===== src/rtl/lamp_switch_conditioner_if.sv =====
// Signal bundle between the raw cabin switches and the conditioned lamp requests.
// All request outputs are level signals; the driver side owns the sw* inputs.
interface lamp_switch_conditioner_if;
    logic       swL;
    logic       swR;
    logic       swBrake;
    logic       swDoor;
    logic       rstL;
    logic       rstR;
    logic       rstBrake;
    logic       rstDoor;
    logic [2:0] turnSt;

    modport master (
        output swL, swR, swBrake, swDoor,
        input  rstL, rstR, rstBrake, rstDoor, turnSt
    );

    modport slave (
        input  swL, swR, swBrake, swDoor,
        output rstL, rstR, rstBrake, rstDoor, turnSt
    );
endinterface


===== src/rtl/lamp_switch_conditioner.sv =====
// Synchronises and debounces four cabin switches, then resolves left/right
// into LEFT/RIGHT/HAZARD with a forced dark gap before the next turn request.
module lamp_switch_conditioner #(
    parameter int DEB_CYCLES = 4,
    parameter int GAP_CYCLES = 8
) (
    input logic                         clk,
    input logic                         rstN,
    lamp_switch_conditioner_if.slave    bus
);
    localparam int CW = $clog2(DEB_CYCLES) + 1;
    localparam int GW = $clog2(GAP_CYCLES) + 1;
    localparam logic [CW-1:0] DEB_MAX = CW'(DEB_CYCLES - 1);
    localparam logic [GW-1:0] GAP_MAX = GW'(GAP_CYCLES - 1);

    typedef enum logic [2:0] {
        ST_IDLE   = 3'd0,
        ST_LEFT   = 3'd1,
        ST_RIGHT  = 3'd2,
        ST_HAZARD = 3'd3,
        ST_GAP    = 3'd4
    } turn_state_e;

    // Channel order: 0 left, 1 right, 2 brake, 3 door
    logic [3:0]         sw;
    logic [3:0]         s1_q, s1_d;
    logic [3:0]         s2_q, s2_d;
    logic [3:0]         stable_q, stable_d;
    logic [3:0][CW-1:0] cnt_q, cnt_d;

    turn_state_e        state_q, state_d;
    logic [GW-1:0]      gcnt_q, gcnt_d;
    logic               rst_l_q, rst_l_d;
    logic               rst_r_q, rst_r_d;
    logic               rst_brake_q, rst_brake_d;
    logic               rst_door_q, rst_door_d;

    logic               l;
    logic               r;

    assign sw = {bus.swDoor, bus.swBrake, bus.swR, bus.swL};
    assign l  = stable_q[0];
    assign r  = stable_q[1];

    always_comb begin
        s1_d     = sw;
        s2_d     = s1_q;
        stable_d = stable_q;
        cnt_d    = cnt_q;
        for (int i = 0; i < 4; i++) begin
            if (s2_q[i] == stable_q[i]) begin
                cnt_d[i] = '0;
            end else if (cnt_q[i] == DEB_MAX) begin
                stable_d[i] = s2_q[i];
                cnt_d[i]    = '0;
            end else begin
                cnt_d[i] = cnt_q[i] + CW'(1);
            end
        end
    end

    always_comb begin
        state_d = state_q;
        gcnt_d  = gcnt_q;
        case (state_q)
            ST_IDLE: begin
                if (l && r)       state_d = ST_HAZARD;
                else if (l)       state_d = ST_LEFT;
                else if (r)       state_d = ST_RIGHT;
            end
            ST_LEFT: begin
                if (l && r)       state_d = ST_HAZARD;
                else if (!l)      state_d = ST_GAP;
            end
            ST_RIGHT: begin
                if (l && r)       state_d = ST_HAZARD;
                else if (!r)      state_d = ST_GAP;
            end
            // Releasing only one side keeps hazard latched
            ST_HAZARD: begin
                if (!l && !r)     state_d = ST_GAP;
            end
            ST_GAP: begin
                if (gcnt_q == GAP_MAX) begin
                    state_d = ST_IDLE;
                    gcnt_d  = '0;
                end else begin
                    gcnt_d  = gcnt_q + GW'(1);
                end
            end
            default: begin
                state_d = ST_IDLE;
                gcnt_d  = '0;
            end
        endcase
        if (state_d == ST_GAP && state_q != ST_GAP) gcnt_d = '0;

        rst_l_d     = (state_d == ST_LEFT)  || (state_d == ST_HAZARD);
        rst_r_d     = (state_d == ST_RIGHT) || (state_d == ST_HAZARD);
        rst_brake_d = stable_q[2];
        rst_door_d  = stable_q[3];
    end

    always_ff @(posedge clk or negedge rstN) begin
        if (!rstN) begin
            s1_q        <= '0;
            s2_q        <= '0;
            stable_q    <= '0;
            cnt_q       <= '0;
            state_q     <= ST_IDLE;
            gcnt_q      <= '0;
            rst_l_q     <= 1'b0;
            rst_r_q     <= 1'b0;
            rst_brake_q <= 1'b0;
            rst_door_q  <= 1'b0;
        end else begin
            s1_q        <= s1_d;
            s2_q        <= s2_d;
            stable_q    <= stable_d;
            cnt_q       <= cnt_d;
            state_q     <= state_d;
            gcnt_q      <= gcnt_d;
            rst_l_q     <= rst_l_d;
            rst_r_q     <= rst_r_d;
            rst_brake_q <= rst_brake_d;
            rst_door_q  <= rst_door_d;
        end
    end

    assign bus.rstL     = rst_l_q;
    assign bus.rstR     = rst_r_q;
    assign bus.rstBrake = rst_brake_q;
    assign bus.rstDoor  = rst_door_q;
    assign bus.turnSt   = state_q;
endmodule

===== src/flat_wrapper.sv =====
// flat-port wrapper written by rule: the top's interface ports become plain ports
module lamp_switch_conditioner_flat 
#(
    parameter int DEB_CYCLES = 4,
    parameter int GAP_CYCLES = 8
)
  (clk, rstN, bus_swL, bus_swR, bus_swBrake, bus_swDoor, bus_rstL, bus_rstR, bus_rstBrake, bus_rstDoor, bus_turnSt);
  lamp_switch_conditioner_if bus_i ();
  input logic clk;
  input logic rstN;
  input wire logic [$bits(bus_i.swL)-1:0] bus_swL;
  input wire logic [$bits(bus_i.swR)-1:0] bus_swR;
  input wire logic [$bits(bus_i.swBrake)-1:0] bus_swBrake;
  input wire logic [$bits(bus_i.swDoor)-1:0] bus_swDoor;
  output wire logic [$bits(bus_i.rstL)-1:0] bus_rstL;
  output wire logic [$bits(bus_i.rstR)-1:0] bus_rstR;
  output wire logic [$bits(bus_i.rstBrake)-1:0] bus_rstBrake;
  output wire logic [$bits(bus_i.rstDoor)-1:0] bus_rstDoor;
  output wire logic [$bits(bus_i.turnSt)-1:0] bus_turnSt;
  assign bus_i.swL = bus_swL;
  assign bus_i.swR = bus_swR;
  assign bus_i.swBrake = bus_swBrake;
  assign bus_i.swDoor = bus_swDoor;
  assign bus_rstL = bus_i.rstL;
  assign bus_rstR = bus_i.rstR;
  assign bus_rstBrake = bus_i.rstBrake;
  assign bus_rstDoor = bus_i.rstDoor;
  assign bus_turnSt = bus_i.turnSt;
  lamp_switch_conditioner #(.DEB_CYCLES(DEB_CYCLES), .GAP_CYCLES(GAP_CYCLES)) u_core (.clk(clk), .rstN(rstN), .bus(bus_i));
endmodule

===== config.mk =====
export PLATFORM = sky130hd
export DESIGN_NAME = lamp_switch_conditioner_flat
export DESIGN_NICKNAME = d
export VERILOG_FILES = /design/src/rtl/lamp_switch_conditioner_if.sv /design/src/rtl/lamp_switch_conditioner.sv /design/src/flat_wrapper.sv
export SDC_FILE = /design/constraint.sdc
export NUM_CORES = 1
export LEC_CHECK = 0
export CAP_MARGIN = 20
export CORE_MARGIN = 5
export CORE_UTILIZATION = 50
export CTS_CLUSTER_DIAMETER = 150
export DETAILED_ROUTE_END_ITERATION = 10
export PLACE_DENSITY = 0.71
export REMOVE_ABC_BUFFERS = 1
export SLEW_MARGIN = 15
export SYNTH_ARGS = -nofsm -noshare
export SYNTH_HDL_FRONTEND = slang
export SYNTH_SLANG_ARGS = --single-unit

===== constraint.sdc =====
create_clock -name clk -period 1.6 [get_ports clk]
set_input_delay 0.32 -clock clk [delete_from_list [all_inputs] [get_ports clk]]
set_output_delay 0.32 -clock clk [all_outputs]
set_load 0.005 [all_outputs]

# Word level (Yosys, flattened, before mapping)
# Index checks and enable logic that the tools add are counted.
[word_totals]
ff_bits = 35
inputBits = 6
out_inout_bits = 7
[op_classes]
n_addsub = 5
eq_ne = 19
muxes = 21
bitwise = 4
reduce_logical = 13
[op_table]
columns = ["op", "n"]
rows = [
  ["$mux W3", 17],
  ["$eq A3 B2 Y1 const B", 8],
  ["$pmux W3 S5", 1],
  ["$add A3 B1 Y3 const B", 4],
  ["$mux W4", 2],
  ["$pmux W4 S2", 1],
  ["$reduce_and A2 Y1", 4],
  ["$eq A3 B1 Y1 const B", 2],
  ["$eq A3 B3 Y1 const B", 2],
  ["$add A4 B1 Y4 const B", 1],
  ["$eq A1 B1 Y1", 4],
  ["$eq A4 B3 Y1 const B", 1],
  ["$not A1 Y1", 4],
  ["$reduce_or A4 Y1", 1],
  ["$logic_and A1 B1 Y1", 3],
  ["$logic_not A3 Y1", 1],
  ["$ne A3 B3 Y1 const B", 1],
  ["$logic_not A1 Y1", 2],
  ["$logic_or A1 B1 Y1", 2],
  ["$ne A2 B1 Y1 const B", 1],
]

# Logic depth before layout (Yosys ltp)
[depth]
word_depth = 7
mapped_depth = 4
depth_no_buf = 4

# Worst setup path before layout
# No wires, ideal clock.
[synth_timing]
path_kind = "register -> register"
from = "register u_core.cnt_q[0] (netlist bit)"
to = "register u_core.stable_q[0]"
setup_ns = 0.125
t_arrival_ns = 1.012
required_ns = 1.475
slack_ns = 0.463
stages_incl_launch_ff = 4
n_path_buf = 0
period_less_slack_ns = 1.137
cell_sequence = "dfrtp_1 > ha_1 > nor2b_1 > mux2_2"
[synth_between]
elab_chain_cells = 2
[synth_rtl]
columns = ["item", "line_no", "text"]
rows = [
  ["from (decl)", "lamp_switch_conditioner.sv:29", "logic [3:0][CW-1:0] cnt_q, cnt_d;"],
  ["from (signal assigned)", "lamp_switch_conditioner.sv:120", "cnt_q <= cnt_d;"],
  ["$eq A3 B2 Y1", "lamp_switch_conditioner.sv:53", "end else if (cnt_q[i] == DEB_MAX) begin"],
  ["$reduce_and A2 Y1 (no line)", "n/a", ""],
  ["to (signal assigned)", "lamp_switch_conditioner.sv:119", "stable_q <= stable_d;"],
  ["to (decl)", "lamp_switch_conditioner.sv:28", "logic [3:0] stable_q, stable_d;"],
]
# No other way between the ends.
# A chain may end at the register's enable or synchronous reset.

# Worst setup path in the final report
[layout_timing]
from = "register u_core.state_q[0], in the netlist u_core.bus.turnSt[0]"
to = "output bus_turnSt[0]"
[layout_rtl]
columns = ["item", "line_no", "text"]
rows = [
  ["from (decl)", "lamp_switch_conditioner.sv:31", "turn_state_e state_q, state_d;"],
  ["from (signal assigned)", "lamp_switch_conditioner.sv:121", "state_q <= state_d;"],
  ["to (decl)", "flat_wrapper.sv:19", "output wire logic [$bits(bus_i.turnSt)-1:0] bus_turnSt;"],
]
# No word-level cell between the ends.

==> key figures <==
Layout
  – Final core utilization: 0.637
  – Fillers: 198
  – Share of post-route cells with drive strength above 1: 0.217
  – Final non-filler cell area: 0.00159 mm2
  – Post-layout nets: 125
  – Number of inserted diodes: 0
  – Post-layout instance count excluding filler cells: 145
  – Area growth syn-to-layout: 20.9%

Yosys
  – Dominant cell type by area after synthesis: sky130_fd_sc_hd__dfrtp_1
  – Most frequent cells after synthesis: 35 x sky130_fd_sc_hd__dfrtp_1, 7 x sky130_fd_sc_hd__nor3b_1, 5 x sky130_fd_sc_hd__ha_1, 5 x sky130_fd_sc_hd__nor2b_1, 5 x sky130_fd_sc_hd__o21ai_0
  – Post-synth EDFFs: 0
  – Mean area per synthesized cell: 14.5 um2
  – Share of Yosys cell area claimed by the top area cell type: 0.665
  – Prevailing post-synth register cell: sky130_fd_sc_hd__dfrtp_1
  – Warning count from the yosys run: 0
  – Sequential share of the synthesized area: 0.665
  – Dominant cell by count in the synthesized netlist: sky130_fd_sc_hd__dfrtp_1
  – Netlist cell types: 24
  – Post-synthesis cell area: 0.00132 mm2
  – Post-synthesis register bit count: 35
  – Leading post-synthesis cells by cell area: sky130_fd_sc_hd__dfrtp_1 66%, sky130_fd_sc_hd__ha_1 4.7%, sky130_fd_sc_hd__nor3b_1 4.0%, sky130_fd_sc_hd__mux2_2 3.4%, sky130_fd_sc_hd__xnor2_1 2.7%
  – Post-Synthesis Cells: 91
  – Proportion of register bits with asynchronous set or reset after synthesis: 1.00

Power and ir drop
  – Power per standard cell area: 1720 mW/mm2
  – Static leakage: 0.000716 uW
  – Final total power: 2740 uW
  – Maximum VDD drop: 1.33 mV

STA
  – Final setup violating endpoints: 0
  – FMAX: 657 MHz
  – Max-slew headroom at the worst pin: 0.813
  – Final count of hold timing violations: 0
  – Final Slew Violations: 0
  – Worst setup skew after layout: 4.90 ps
  – Actual slew at the worst max-slew pin: 278 ps
  – Post-route setup TNS: 0 ps
  – Post-route minimum period: 1520 ps
  – Period utilisation layout: 0.951
  – Unrepaired setup endpoints after global routing: no

CTS
  – Number of levels in the clock H-tree: 2
  – Clock tree root driver cell: sky130_fd_sc_hd__clkbuf_4
  – CTS tree: built
  – Buffer levels on the longest clock path: 2
  – Clock transition at path regs: 100 ps
  – Clock buffers created by TritonCTS: 5
  – Insertion delay of the later-clocked pin in the worst-skew pair: 330 ps
  – Sink count of the clock tree: 35

Die
  – Chip Height: 61.3 um
  – Initial Util: 0.527
  – Number of cell rows: 18
  – Die Area: 0.00376 mm2
  – Core region area: 0.00250 mm2
  – Die W: 61.3 um
  – Number of I/O pins: 13

Setup path
  – Critical-path cell list: clkdlybuf4s50_1
  – Standard cell with the maximum stage delay on the critical path: sky130_fd_sc_hd__clkdlybuf4s50_1
  – Nature of the critical path startpoint: flip-flop
  – Buffering stage count on the worst path with inverters included: 1
  – Critical path's largest stage delay: 500 ps
  – Worst path required time: 1280 ps
  – Kind of cell adding the most delay to the critical path: buffers and inverters
  – CP endpoint kind: primary output
  – Largest driver fanout on the critical path: 2
  – Critical path type: reg2out
  – Critical path data arrival time: 1200 ps

Placement
  – Placed Instances: 135
  – Final weighted congestion of routability-driven global placement: 0.693
  – Post-detailed-placement cell area: 0.00150 mm2
  – Port bufs: 12
  – DP HPWL: 1.30 mm

Global routing
  – First-pass GRT wire length: 3.51 mm
  – Maximum number of pins on one net before global-route repair: 36
  – Overflow after GRT: 0
  – Vias in the first global route: 821
  – Total routing usage reported by global routing: 0.133
  – Initial antenna violation count: 0

Routing
  – Via density per instance: 5.19
  – Total iterations of the first detailed-routing run: 4
  – Post-detailed-route count of antenna-violating nets: 0
  – Final routed wirelength across all metal layers: 1.90 mm
  – Avg WL per Cell: 13.1 um
  – Starting DRT DRC Count: 9
  – Total via count after detailed routing: 753
  – Drt drc: 0

Hold path
  – Class of the worst hold path: in2async

Outcome
  – Outcome: completed

Flow run
  – Max-cap violation count: 0
layout by cell type (no fill, tap or decap), drive strengths merged:
cell            n
or2             1
nor3b           8
clkdlybuf4s50  12
buf             4
o2bb2ai         2
nor3            4
a22oi           1
xnor2           4
clkinvlp        1
and2            1
nand3           1
inv             2
clkbuf          7
mux2            4
nor2b           5
ha              5
o21ai           6
xor2            2
a22o            2
dfrtp          35
nand2           2
and2b           1
a21oi           5
state kept, by name (all words and copies together), names as in the netlist:
register,count
u_core.stable_q,4
u_core.s1_q,4
u_core.bus.rstBrake,1
u_core.gcnt_q,4
u_core.bus.turnSt,3
u_core.s2_q,4
u_core.cnt_q,12
u_core.bus.rstDoor,1
u_core.bus.rstR,1
u_core.bus.rstL,1
path summary, 6_finish.rpt:
kind / cells after the start / start / slack (ps) / end
max reg2reg: 3 / u_core.cnt_q[3] / 370 / u_core.stable_q[1]
min in group clk: 0 / u_core.s1_q[1] / 360 / u_core.s2_q[1]
min: 2 / rstN / 340 / u_core.cnt_q[9]
max in group asynchronous: 2 / rstN / 1070 / u_core.bus.turnSt[1]
max: 1 / u_core.bus.turnSt[0] / 80 / bus_turnSt[0]
min reg2reg: 0 / u_core.s1_q[1] / 360 / u_core.s2_q[1]
layout make-up:
class	count	area, um2	share of cell area
Timing Repair Buffer	16	163	0.102
Multi-Input combinational cell	54	434	0.273
Inverter	2	7.51	0.00471
Sequential cell	35	878	0.551
Clock inverter	1	7.51	0.00471
Tap cell	30	37.5	0.0236
Clock buffer	7	65.1	0.0408
power breakdown:
group / internal (uW) / switching [uW] / leakage, uW
clock network: 257 / 286 / 0.0000375
logic: 503 / 400 / 0.000239
registers: 1130 / 160 / 0.000439
repair_timing:
item                       in CTS  in global routing
setup endpoints to repair       2                  0
hold buffers                    0                  0
buffers inserted                2                  0
gates resized for setup         2                  0
logic make-up (layout without fill, tap and decap cells):
| family | count (synthesis) | in the layout | share of synthesized area |
|---|---|---|---|
| buffers and inverters | 2 | 26 | 0.00570 |
| xor gates and xnor gates | 6 | 6 | 0.0399 |
| AOI/OAI and AO/OA | 16 | 16 | 0.0893 |
| and+or+nand+nor | 23 | 23 | 0.119 |
| muxes | 4 | 4 | 0.0342 |
| DFF | 35 | 35 | 0.665 |
| adders and majority gates | 5 | 5 | 0.0475 |
metrics by stage:
step / setup WS [ps] / hold WS (ps)
global placement: 285 / 334
global route: 14.4 / 347
CTS: 56.5 / 342
detailed placement: 254 / 336
finish: 77.7 / 340
floorplan: 463 / 24.4
layer usage:
layer	wire (um)	vias up	global-route usage
li1	-	364	-
met1	815	369	0.145
met2	917	15	0.218
met3	129	5	0.0734
met4	38	0	0.0545
met5	0	-	0
No activity file was read; power rests on OpenSTA's default activity.
